## src/rtl/me_pkg.sv

```systemverilog
// Shared motion-estimation definitions: default widths, partition channel
// indices, MV width helper and the best-MV tracker state type.
package me_pkg;

    localparam int SAD_W_DEF    = 16;
    localparam int NUM_PART_DEF = 7;

    localparam int P4X8   = 0;
    localparam int P8X4   = 1;
    localparam int P8X8   = 2;
    localparam int P8X16  = 3;
    localparam int P16X8  = 4;
    localparam int P16X16 = 5;
    localparam int P32X32 = 6;

    typedef enum logic [1:0] {
        IDLE   = 2'd0,
        SEARCH = 2'd1,
        DONE   = 2'd2
    } state_t;

    // One sign bit on top of the bits needed for the larger window dimension
    function automatic int mv_width(input int w, input int h);
        return $clog2((w > h) ? w : h) + 1;
    endfunction

endpackage

```

## src/rtl/sad_min_channel.sv

```systemverilog
// One partition channel: keeps the smallest SAD seen so far and the MV where
// it was found. Ties keep the earlier candidate.
module sad_min_channel
    import me_pkg::*;
#(
    parameter int SAD_W = SAD_W_DEF,
    parameter int MV_W  = 5
) (
    input  logic             clk,
    input  logic             rst_n,
    input  logic             load_first,
    input  logic             valid,
    input  logic [SAD_W-1:0] sad,
    input  logic [MV_W-1:0]  mv_x,
    input  logic [MV_W-1:0]  mv_y,
    output logic [SAD_W-1:0] best_sad,
    output logic [MV_W-1:0]  best_mv_x,
    output logic [MV_W-1:0]  best_mv_y
);

    logic [SAD_W-1:0] r_best_sad;
    logic [MV_W-1:0]  r_best_mv_x;
    logic [MV_W-1:0]  r_best_mv_y;
    logic             w_take;

    assign w_take = valid && (load_first || (sad < r_best_sad));

    always_ff @(posedge clk or negedge rst_n) begin
        if (!rst_n) begin
            r_best_sad  <= '0;
            r_best_mv_x <= '0;
            r_best_mv_y <= '0;
        end else if (w_take) begin
            r_best_sad  <= sad;
            r_best_mv_x <= mv_x;
            r_best_mv_y <= mv_y;
        end
    end

    assign best_sad  = r_best_sad;
    assign best_mv_x = r_best_mv_x;
    assign best_mv_y = r_best_mv_y;

endmodule

```

## src/rtl/sad_best_mv_tracker.sv

```systemverilog
// Walks a raster search window, feeding per-partition SADs into min trackers,
// with optional early exit when the TERM_CH SAD drops to the threshold.
module sad_best_mv_tracker
    import me_pkg::*;
#(
    parameter int  SEARCH_W = 16,
    parameter int  SEARCH_H = 16,
    parameter int  NUM_PART = NUM_PART_DEF,
    parameter int  SAD_W    = SAD_W_DEF,
    parameter int  TERM_CH  = NUM_PART - 1,
    localparam int MV_W     = mv_width(SEARCH_W, SEARCH_H),
    localparam int CW       = $clog2(SEARCH_W),
    localparam int RW       = $clog2(SEARCH_H)
) (
    input  logic                     clk,
    input  logic                     rst_n,
    input  logic                     start,
    input  logic                     early_en,
    input  logic [SAD_W-1:0]         thresh,
    input  logic                     sad_valid,
    input  logic [NUM_PART*SAD_W-1:0] sad_bus,
    output logic [CW-1:0]            search_column_count,
    output logic [RW-1:0]            search_row_count,
    output logic                     busy,
    output logic                     done,
    output logic                     early_term,
    output logic [NUM_PART*SAD_W-1:0] best_sad,
    output logic [NUM_PART*MV_W-1:0] best_mv_x,
    output logic [NUM_PART*MV_W-1:0] best_mv_y
);

    state_t           r_state;
    logic [CW-1:0]    r_col;
    logic [RW-1:0]    r_row;
    logic             r_busy;
    logic             r_done;
    logic             r_early_term;
    logic             r_early_en;
    logic [SAD_W-1:0] r_thresh;

    logic             w_accept;
    logic             w_first;
    logic             w_last_col;
    logic             w_last;
    logic             w_hit;
    logic [SAD_W-1:0] w_term_sad;
    logic [MV_W-1:0]  w_mv_x;
    logic [MV_W-1:0]  w_mv_y;

    assign w_accept   = (r_state == SEARCH) && sad_valid;
    assign w_first    = w_accept && (r_col == '0) && (r_row == '0);
    assign w_last_col = (r_col == CW'(SEARCH_W - 1));
    assign w_last     = w_last_col && (r_row == RW'(SEARCH_H - 1));
    assign w_term_sad = sad_bus[TERM_CH*SAD_W +: SAD_W];
    // Threshold looks at the incoming SAD, not the stored best
    assign w_hit      = r_early_en && (w_term_sad <= r_thresh);
    assign w_mv_x     = MV_W'(r_col) - MV_W'(SEARCH_W / 2);
    assign w_mv_y     = MV_W'(r_row) - MV_W'(SEARCH_H / 2);

    always_ff @(posedge clk or negedge rst_n) begin
        if (!rst_n) begin
            r_state      <= IDLE;
            r_col        <= '0;
            r_row        <= '0;
            r_busy       <= 1'b0;
            r_done       <= 1'b0;
            r_early_term <= 1'b0;
            r_early_en   <= 1'b0;
            r_thresh     <= '0;
        end else begin
            case (r_state)
                IDLE: begin
                    if (start) begin
                        r_state      <= SEARCH;
                        r_col        <= '0;
                        r_row        <= '0;
                        r_busy       <= 1'b1;
                        r_early_term <= 1'b0;
                        r_early_en   <= early_en;
                        r_thresh     <= thresh;
                    end
                end
                SEARCH: begin
                    if (sad_valid) begin
                        if (w_last || w_hit) begin
                            r_state      <= DONE;
                            r_busy       <= 1'b0;
                            r_done       <= 1'b1;
                            r_early_term <= w_hit;
                            r_col        <= '0;
                            r_row        <= '0;
                        end else if (w_last_col) begin
                            r_col <= '0;
                            r_row <= r_row + 1'b1;
                        end else begin
                            r_col <= r_col + 1'b1;
                        end
                    end
                end
                DONE: begin
                    r_state <= IDLE;
                    r_done  <= 1'b0;
                    r_col   <= '0;
                    r_row   <= '0;
                end
                default: begin
                    r_state <= IDLE;
                    r_busy  <= 1'b0;
                    r_done  <= 1'b0;
                end
            endcase
        end
    end

    generate
        for (genvar gi = 0; gi < NUM_PART; gi++) begin : g_ch
            sad_min_channel #(
                .SAD_W (SAD_W),
                .MV_W  (MV_W)
            ) u_ch (
                .clk        (clk),
                .rst_n      (rst_n),
                .load_first (w_first),
                .valid      (w_accept),
                .sad        (sad_bus[gi*SAD_W +: SAD_W]),
                .mv_x       (w_mv_x),
                .mv_y       (w_mv_y),
                .best_sad   (best_sad[gi*SAD_W +: SAD_W]),
                .best_mv_x  (best_mv_x[gi*MV_W +: MV_W]),
                .best_mv_y  (best_mv_y[gi*MV_W +: MV_W])
            );
        end
    endgenerate

    assign search_column_count = r_col;
    assign search_row_count    = r_row;
    assign busy                = r_busy;
    assign done                = r_done;
    assign early_term          = r_early_term;

endmodule

```

## config.mk

```make
export PLATFORM = sky130hd
export DESIGN_NAME = sad_best_mv_tracker
export DESIGN_NICKNAME = d
export VERILOG_FILES = /design/src/rtl/me_pkg.sv /design/src/rtl/sad_min_channel.sv /design/src/rtl/sad_best_mv_tracker.sv
export SDC_FILE = /design/constraint.sdc
export NUM_CORES = 1
export LEC_CHECK = 0
export BUFFER_PORTS_ARGS = -buffer_cell sky130_fd_sc_hd__buf_4
export CORE_MARGIN = 8
export CORE_UTILIZATION = 54
export CTS_BUF_LIST = sky130_fd_sc_hd__clkbuf_8
export CTS_CLUSTER_DIAMETER = 60
export DETAILED_ROUTE_END_ITERATION = 6
export GPL_ROUTABILITY_DRIVEN = 1
export PLACE_DENSITY = 0.83
export SLEW_MARGIN = 0
export SYNTH_ARGS = -nofsm -noshare
export SYNTH_HDL_FRONTEND = slang
export SYNTH_SLANG_ARGS = --single-unit
export TNS_END_PERCENT = 100
```

## constraint.sdc

```tcl
create_clock -name clk -period 3 [get_ports clk]
set_clock_uncertainty 0.15 [all_clocks]
set_input_delay 0.75 -clock clk [delete_from_list [all_inputs] [get_ports clk]]
set_output_delay 0.75 -clock clk [all_outputs]
set_load 0.05 [all_outputs]
```

==> results by group <==
Logic synthesis
  – Synth area leader: dfrtp_1
  – Top_reg_cell synth: dfrtp_1
  – Syn Area/Cell: 11.4 um2
  – Post-Syn Instances: 971
  – Yosys warns: 0
  – Synthesized flop and latch total: 198
  – Synth Net Count: 1229
  – Post-Synthesis Cell Area: 11000 um2
  – Synth top area cells: dfrtp_1 (45%), ha_1 (14%), mux2_1 (6.7%)
  – Seq/Total Area, Yosys: 0.449
  – Number of flops mapped to enable cells by yosys: 0
  – Cell variety after synth: 52
  – Async SR Flop Fraction: 1.00
  – Yosys top cell area share: 0.449

Clock tree
  – Post-CTS Repair Setup Buffers: 0
  – Hold_buf cts: 0
  – Clock Path Buffers: 2
  – PostCTS Resize Cnt: 0
  – Cts bufs inserted: 17
  – H-tree Lvls: 4
  – Num Clock Sinks: 198
  – Clk slew on worst S/H paths: 0.11 ns
  – Worst skew pair latency: 0.46 ns
  – CTS tree: built
  – CTS root buf: clkbuf_8

Critical path
  – Crit path max fanout: 9
  – Critical path type: flip-flop to flip-flop
  – Crit start category: flip-flop
  – Worst EP arrival: 2.92 ns
  – CP startpoint: g_ch[6].u_ch.best_sad[11]
  – Reg-to-reg startpoint: g_ch[6].u_ch.best_sad[11]
  – Crit Reg-Reg Endpoint: g_ch[6].u_ch.best_sad[1]
  – Element type at the critical path end: flip-flop
  – Worst Reg-to-Reg Cells: 10
  – Required @ worst endpoint: 3.19 ns
  – R2R Setup Slk: 0.27 ns

Layout
  – Post-layout util: 0.709
  – Diodes inserted: 0
  – Fill cells: 1439
  – Area delta synth->final: 29.4%
  – Share of layout cells above drive strength 1: 0.381
  – Nets: 1572

Route
  – Vias per cell: 5.33
  – Remaining antenna violation count after routing: 0
  – DRT iter0 DRCs: 348
  – Drt drc: 0
  – WL final: 29.9 mm
  – First-pass DRT Iterations: 4
  – DR vias: 8510
  – Wirelength per Cell: 18.7 um

Timing
  – Worst rel slew slack: 0.598
  – Final setup fails: 0
  – Transition time at the pin with the least slew margin: 0.603 ns
  – Slew Limit Fails: 0
  – Max Freq: 367 MHz
  – Setup_tns: 0 ns
  – Final hold vios: 0
  – Minimum clock period: 2.73 ns
  – Final Hold Slack: 0.129 ns
  – Slack of the critical path: 0.274 ns
  – Fin crit share: 0.909
  – RSZ-0062 raised after global routing: false

Floorplanning
  – Io pins: 326
  – DIE AREA: 25200 um2
  – Die width: 159 um
  – Initial core utilization: 0.548
  – Chip height: 159 um
  – Core Rows: 52
  – Core area: 20100 um2

Run
  – Max cap viols: 0

Global routing
  – Overall global routing resource usage: 0.235
  – Remaining global-route overflow: 0
  – Number of global-route vias before repair: 9136
  – Initial antenna violation count: 0
  – Largest net degree at the start of global routing: 71
  – First-pass GRT wire length: 48.1 mm

Hold path
  – Hold crit path type: input pin to async pin

Power and ir drop
  – Peak VDD IR: 0.730 mV
  – Static leakage: 7.63 nW
  – P per Cell Area: 1200 nW/um2

Status
  – Status: finished clean

Place
  – Port bufs: 325
  – RePlAce Congestion: 0.838
  – Place WS: -0.175 ns
  – Hpwl dp: 23.8 mm
## critical path, stage by stage, from the launching register on
cell     delay (ns)
dfrtp_1        0.41
inv_1          0.06
ha_1           0.28
nand4_1        0.13
or4_1          0.53
a21oi_1        0.13
nor4_1         0.07
o21ai_1        0.14
a21o_1         0.16
buf_4          0.20
mux2_1         0.34
## how the worst max path moves through the flow
stage	slack (ns)	end
floorplan	0.10	g_ch[4].u_ch.best_mv_x[0]
global placement	-0.12	g_ch[5].u_ch.best_mv_y[2]
detailed placement	-0.18	g_ch[5].u_ch.best_sad[15]
global route	0.07	g_ch[6].u_ch.best_sad[1]
finish	0.27	g_ch[6].u_ch.best_sad[1]
CTS	0.26	g_ch[5].u_ch.best_sad[15]
## layout by cell type (no fill, tap or decap), types with 22 or more instances in the layout
master / Yosys / final
buf_4: 26 / 368
a21o_1: 28 / 28
dfrtp_1: 198 / 198
inv_1: 152 / 152
ha_1: 125 / 125
mux2_1: 66 / 66
nand2_1: 33 / 33
a21oi_1: 44 / 44
mux2_2: 66 / 66
nand4_1: 22 / 22
o21ai_0: 41 / 41
## cells by family after synthesis
| family | count (synthesis) | synth area share |
|---|---|---|
| flops | 198 | 0.449 |
| compound gates | 143 | 0.0812 |
| buf+inv | 203 | 0.0856 |
| simple gates | 137 | 0.0689 |
| fa+ha+maj | 125 | 0.142 |
| mux | 165 | 0.173 |
## layout make-up
cell class	instances	area [um2]	area share
Multi-Input combinational cell	570	5130	0.360
Sequential cell	198	4950	0.347
Timing Repair Buffer	375	2900	0.203
Inverter	152	571	0.0400
Tap cell	270	338	0.0237
Clock buffer	19	262	0.0183
Clock inverter	13	111	0.00781
## where the power goes
| group | leakage (nW) | switching (mW) | total, mW | internal, mW |
|---|---|---|---|---|
| clock | 0.193 | 1.02 | 1.66 | 0.645 |
| sequential | 2.38 | 0.860 | 4.66 | 3.80 |
| combinational | 5.05 | 6.79 | 10.8 | 4.01 |
## state kept, by name, summed over array words and instances (netlist names)
signal and cells:
g_ch.u_ch.best_sad 112, g_ch.u_ch.best_mv_x 28, r_state 2, busy 1, g_ch.u_ch.best_mv_y 28, r_early_en 1, search_row_count 4, search_column_count 4
done 1, r_thresh 16, early_term 1
## synthesized netlist by cell type (14+ instances only)
| master | n |
|---|---|
| dfrtp_1 | 198 |
| o21ai_0 | 41 |
| a21oi_1 | 44 |
| a21o_1 | 28 |
| nand2_1 | 33 |
| mux2i_1 | 15 |
| mux2_4 | 18 |
| mux2_1 | 66 |
| nand4_1 | 22 |
| nor3_1 | 14 |
| inv_1 | 152 |
| mux2_2 | 66 |
| ha_1 | 125 |
| buf_4 | 26 |
## through the flow
step	power, mW	instances	cell area, um2
after floorplan	12.2	971	11000
after global placement	15.2	1565	13900
after detailed placement	15.6	1565	13900
after CTS	17.3	1597	14300
after global routing	18.2	1597	14300
final	17.1	1597	14300
## metal layers
metal  routed length, um  up-vias  share of wire  track usage
li1                    -     4042              -            -
met4                 847        0          0.028       0.0845
met3                1980       50          0.066       0.0670
met1               12200     4145           0.41        0.272
met5                   0        -              0            0
met2               14800      273           0.50        0.409
No activity file was read; power rests on OpenSTA's default activity.
